==> config.mk <==
export PLATFORM = sky130hd
export DESIGN_NAME = divider
export DESIGN_NICKNAME = d
export VERILOG_FILES = /design/src/rtl/divider.sv
export SDC_FILE = /design/constraint.sdc
export NUM_CORES = 1
export LEC_CHECK = 0
export BUFFER_PORTS_ARGS = -buffer_cell sky130_fd_sc_hd__buf_2
export CAP_MARGIN = 10
export CELL_PAD_IN_SITES_DETAIL_PLACEMENT = 0
export CELL_PAD_IN_SITES_GLOBAL_PLACEMENT = 1
export CORE_ASPECT_RATIO = 0.75
export CORE_MARGIN = 4
export CORE_UTILIZATION = 35
export DETAILED_ROUTE_END_ITERATION = 8
export GPL_TIMING_DRIVEN = 0
export PLACE_DENSITY = 0.68
export SYNTH_ARGS = -nofsm -noshare
export SYNTH_HDL_FRONTEND = slang
export SYNTH_SLANG_ARGS = --single-unit
==> constraint.sdc <==
create_clock -name clk -period 5.8 [get_ports clk]
set_clock_uncertainty 0.15 [all_clocks]
set_input_delay 0.58 -clock clk [delete_from_list [all_inputs] [get_ports clk]]
set_output_delay 0.58 -clock clk [all_outputs]
set_load 0.005 [all_outputs]
==> src/rtl/divider.sv <==
// Multi-cycle restoring unsigned divider: accepts A/B when ready, returns Q/R/dbz WIDTH cycles later.
// One restoring step per clock; single operation in flight, new operands are ignored while busy.
module divider #(
  parameter int WIDTH = 4
) (
  input  logic             clk,
  input  logic             rst_n,
  input  logic [WIDTH-1:0] A,
  input  logic [WIDTH-1:0] B,
  input  logic             i_valid,
  output logic             ready,
  output logic             o_valid,
  output logic [WIDTH-1:0] Q,
  output logic [WIDTH-1:0] R,
  output logic             dbz
);

  localparam int CW = $clog2(WIDTH + 1);

  typedef enum logic [1:0] {
    IDLE = 2'd0,
    CALC = 2'd1,
    DONE = 2'd2
  } state_t;

  state_t           state;
  state_t           next_state;
  logic [WIDTH-1:0] dvd;
  logic [WIDTH-1:0] dsr;
  logic [WIDTH:0]   rem;
  logic [CW-1:0]    cnt;

  logic [WIDTH+1:0] shifted;
  logic [WIDTH+1:0] trial;
  logic             qbit;
  logic [WIDTH:0]   rem_next;
  logic [WIDTH-1:0] dvd_next;
  logic             last_step;

  // The quotient bits shift into the low end of the dividend register as it empties.
  always_comb begin
    shifted   = {rem, dvd[WIDTH-1]};
    trial     = shifted - (WIDTH + 2)'(dsr);
    qbit      = ~trial[WIDTH+1];
    rem_next  = qbit ? trial[WIDTH:0] : shifted[WIDTH:0];
    dvd_next  = {dvd[WIDTH-2:0], qbit};
    last_step = (cnt == CW'(WIDTH - 1));
  end

  always_comb begin
    next_state = state;
    case (state)
      IDLE:    if (i_valid) next_state = CALC;
      CALC:    if (last_step) next_state = DONE;
      DONE:    next_state = IDLE;
      default: next_state = IDLE;
    endcase
  end

  always_ff @(posedge clk or negedge rst_n) begin
    if (!rst_n) begin
      state   <= IDLE;
      ready   <= 1'b1;
      o_valid <= 1'b0;
      Q       <= '0;
      R       <= '0;
      dbz     <= 1'b0;
      dvd     <= '0;
      dsr     <= '0;
      rem     <= '0;
      cnt     <= '0;
    end else begin
      state   <= next_state;
      ready   <= (next_state == IDLE);
      o_valid <= (next_state == DONE);
      case (state)
        IDLE: begin
          if (i_valid) begin
            dvd <= A;
            dsr <= B;
            rem <= '0;
            cnt <= '0;
          end
        end
        CALC: begin
          rem <= rem_next;
          dvd <= dvd_next;
          cnt <= cnt + CW'(1);
          // Divide by zero falls out naturally as Q = all ones, R = A.
          if (last_step) begin
            Q   <= dvd_next;
            R   <= rem_next[WIDTH-1:0];
            dbz <= (dsr == '0);
          end
        end
        default: ;
      endcase
    end
  end

endmodule

==> reports/summary.txt <==
MaxCap Viol Count = 0
Post-CTS setup buffer count = 0
Setup ws final = 3.67 ns
EDFF count, synth = 0
Vias/cell = 4.93
Crit path DAT = 2.18 ns
Clock latency on the worst-skew pair = 0.27 ns
Worst VDD drop = 0.256 mV
WP data required = 5.85 ns
Most frequent cells in the layout = 28 x dfrtp_1, 27 x nand2_1, 21 x buf_2
Crit path capture type = flop
Period minus WS final = 2.13 ns
CTS tree = yes
N_diodes = 0
Slew HR = 0.450
Syn avg cell area = 10.1 µm²
Post-Syn Area = 0.00141 mm²
Crit path cell chain = inv_1 -> ha_1 -> inv_1 -> fa_1 -> a21o_1 -> a21oi_1 -> o2111ai_1 -> xor2_1 -> o21ai_1
Die Height = 62.9 µm
Worst min path class = in2async
Max-slew violations = 0
Resized cells post-CTS = 0
Reg2Reg Depth = 9
CP top delay family = compound AO/OA/AOI/OAI gates
Worst R2R Start = dvd[3]$_DFFE_PN0P_
Max Fanout on Critical Path = 3
Clock share of power = 0.139
#FFs+latches synth = 29
Core ar. = 0.00376 mm²
Reg2reg end = rem[4]$_DFFE_PN0P_
PwrDens = 673 mW/mm²
Worst Setup Start Kind = flop
WL per Instance = 13.7 µm
Clock buffer depth = 2
Post-place setup slack = 3.66 ns
Vias in the first global route = 1,074
R2R Setup Slk = 3.67 ns
Area Overhead vs Synth = 17.9%
Commonest non-fill, non-tap cell in the layout = dfrtp_1
Setup_tns = 0 ns
Setup violators final = 0
Synthesized Nets = 157
Largest net degree at the start of global routing = 30
Status = complete, no violations
Grt total ovfl = 0
Hold-fix buffers, CTS = 0
Root Driver = clkbuf_8
Comb pwr share = 0.526
P_int = 0.643 mW
Leak pwr = 0.793 nW
Fin. Hold Viols = 0
Count of input and output buffers = 21
Ys flop type = dfrtp_1
RSZ-0062 raised after global routing = no
Most used cell, CP = inv_1
Final period util = 0.367
Seq pwr share = 0.335
Top Ports = 22
Cell count after synthesis = 139
Highest clock rate = 470 MHz
Net Switching = 0.473 mW
Global Route Usage Sum = 0.138
Crit path kind = reg2reg
Gpl congestion = 0.780
Post-synth ARST share = 1.00
Area fraction of the dominant cell type after synthesis = 0.498
Worst Tran Pin Value = 0.819 ns
DRC Markers = 0
H-tree depth = 2
Sequential fraction of the synthesis area = 0.517
Num Clock Sinks = 29
Yosys cell types = 33
CTS buffer count = 5
Clk pin slew, worst setup/hold paths = 0.06 ns
First-pass GRT wire length = 5.24 mm
Detailed-route wire length = 3.01 mm
Main area contributors after synthesis = dfrtp_1 50%, nand2_1 7.2%, ha_1 5.3%, o22ai_1 3.6%, a21oi_1 2.5%
Slowest-stage cell, CP = dfrtp_1
Routed Antenna Nets = 0
Layout cell share with drive strength beyond 1 = 0.214
Die Wd = 81.2 µm
Switch share = 0.424
Drt pass-1 iters = 5
Fin nets = 185
Initial antenna violation count = 0
Max stage delay on crit path = 0.40 ns
Die Area = 0.00511 mm²
Via count = 1,085
DP HPWL = 2.31 mm
Initial Util = 0.374
Num rows = 19
Bufs and invs on worst path = 2
Initial drt markers = 57
Ys Warns = 0
Synth area leader = dfrtp_1
[metrics by stage]
stage	std cells	utilization	power [mW]	hold WS (ns)	area (µm²)
after global routing	220	0.441	1.24	0.220	1660
final	220	0.441	1.12	0.165	1660
after floorplan	139	-	0.809	0.134	1410
after detailed placement	212	0.420	0.972	0.318	1580
after CTS	220	0.441	1.13	0.189	1660
after global placement	212	0.420	0.948	0.303	1580
[worst register-to-register path: cells and delay by family, from the launching register on]
kind            cells  cell delay, ns
compound gates      4            0.62
fa+ha+maj           2            0.58
flops               1            0.40
xor+xnor            1            0.18
buf+inv             2            0.14
[cell usage after synthesis, types with 2 or more instances]
library cell	n
o2111ai_1	2
nor2b_1	2
nor2_1	7
nand2_1	27
ha_1	6
o22ai_1	8
o21ai_0	7
dfrtp_1	28
a21oi_1	7
o21ai_1	7
o31ai_1	2
mux2i_1	3
o21a_1	2
clkbuf_1	2
inv_1	9
o21ai_2	2
xor2_1	2
[how the worst max path moves through the flow]
stage / slack, ns / depth (start not counted) / to / from
floorplan: 3.83 / 9 / rem[4]$_DFFE_PN0P_ / dvd[3]$_DFFE_PN0P_
global placement: 3.69 / 9 / rem[4]$_DFFE_PN0P_ / dvd[3]$_DFFE_PN0P_
detailed placement: 3.66 / 9 / rem[4]$_DFFE_PN0P_ / dvd[3]$_DFFE_PN0P_
CTS: 3.64 / 9 / rem[4]$_DFFE_PN0P_ / dvd[3]$_DFFE_PN0P_
global route: 3.47 / 9 / rem[4]$_DFFE_PN0P_ / dvd[3]$_DFFE_PN0P_
finish: 3.67 / 9 / rem[4]$_DFFE_PN0P_ / dvd[3]$_DFFE_PN0P_
[power by group through the flow]
| stage | sequential [mW] | clock [mW] | combinational [mW] |
|---|---|---|---|
| after CTS | 0.374 | 0.161 | 0.598 |
| after global placement | 0.372 | 0 | 0.576 |
| final | 0.374 | 0.155 | 0.587 |
| after global routing | 0.390 | 0.174 | 0.672 |
| after detailed placement | 0.377 | 0 | 0.595 |
| after floorplan | 0.364 | 0 | 0.445 |
[logic make-up after synthesis]
| family | Yosys count | synth area share |
|---|---|---|
| compound gates | 43 | 0.205 |
| flops | 29 | 0.517 |
| buf+inv | 12 | 0.0320 |
| mux | 5 | 0.0400 |
| xor+xnor | 2 | 0.0125 |
| simple gates | 41 | 0.126 |
| fa+ha+maj | 7 | 0.0676 |
[layout make-up]
class                           count  area (µm²)
Multi-Input combinational cell     98         634
Sequential cell                    29         727
Inverter                           10        37.5
Timing Repair Buffer               21         105
Clock inverter                      1        5.00
Fill cell                         406        2100
Tap cell                           52        65.1
Buffer                              2        7.51
Clock buffer                        7        76.3
[registers in the layout, summed over array words and instances, names as in the netlist, 2 cells and up]
register	cells
R	4
Q	4
dsr	4
rem	5
dvd	4
state	2
cnt	3
[routing by layer]
| layer | track usage | up-vias | wire [µm] | part of all wire |
|---|---|---|---|---|
| met5 | 0 | - | 0 | 0 |
| met1 | 0.190 | 509 | 1480 | 0.49 |
| met3 | 0.0490 | 4 | 202 | 0.067 |
| met2 | 0.195 | 25 | 1290 | 0.43 |
| li1 | - | 547 | - | - |
| met4 | 0.0570 | 0 | 44 | 0.015 |
(Power assumes the default switching activity.)
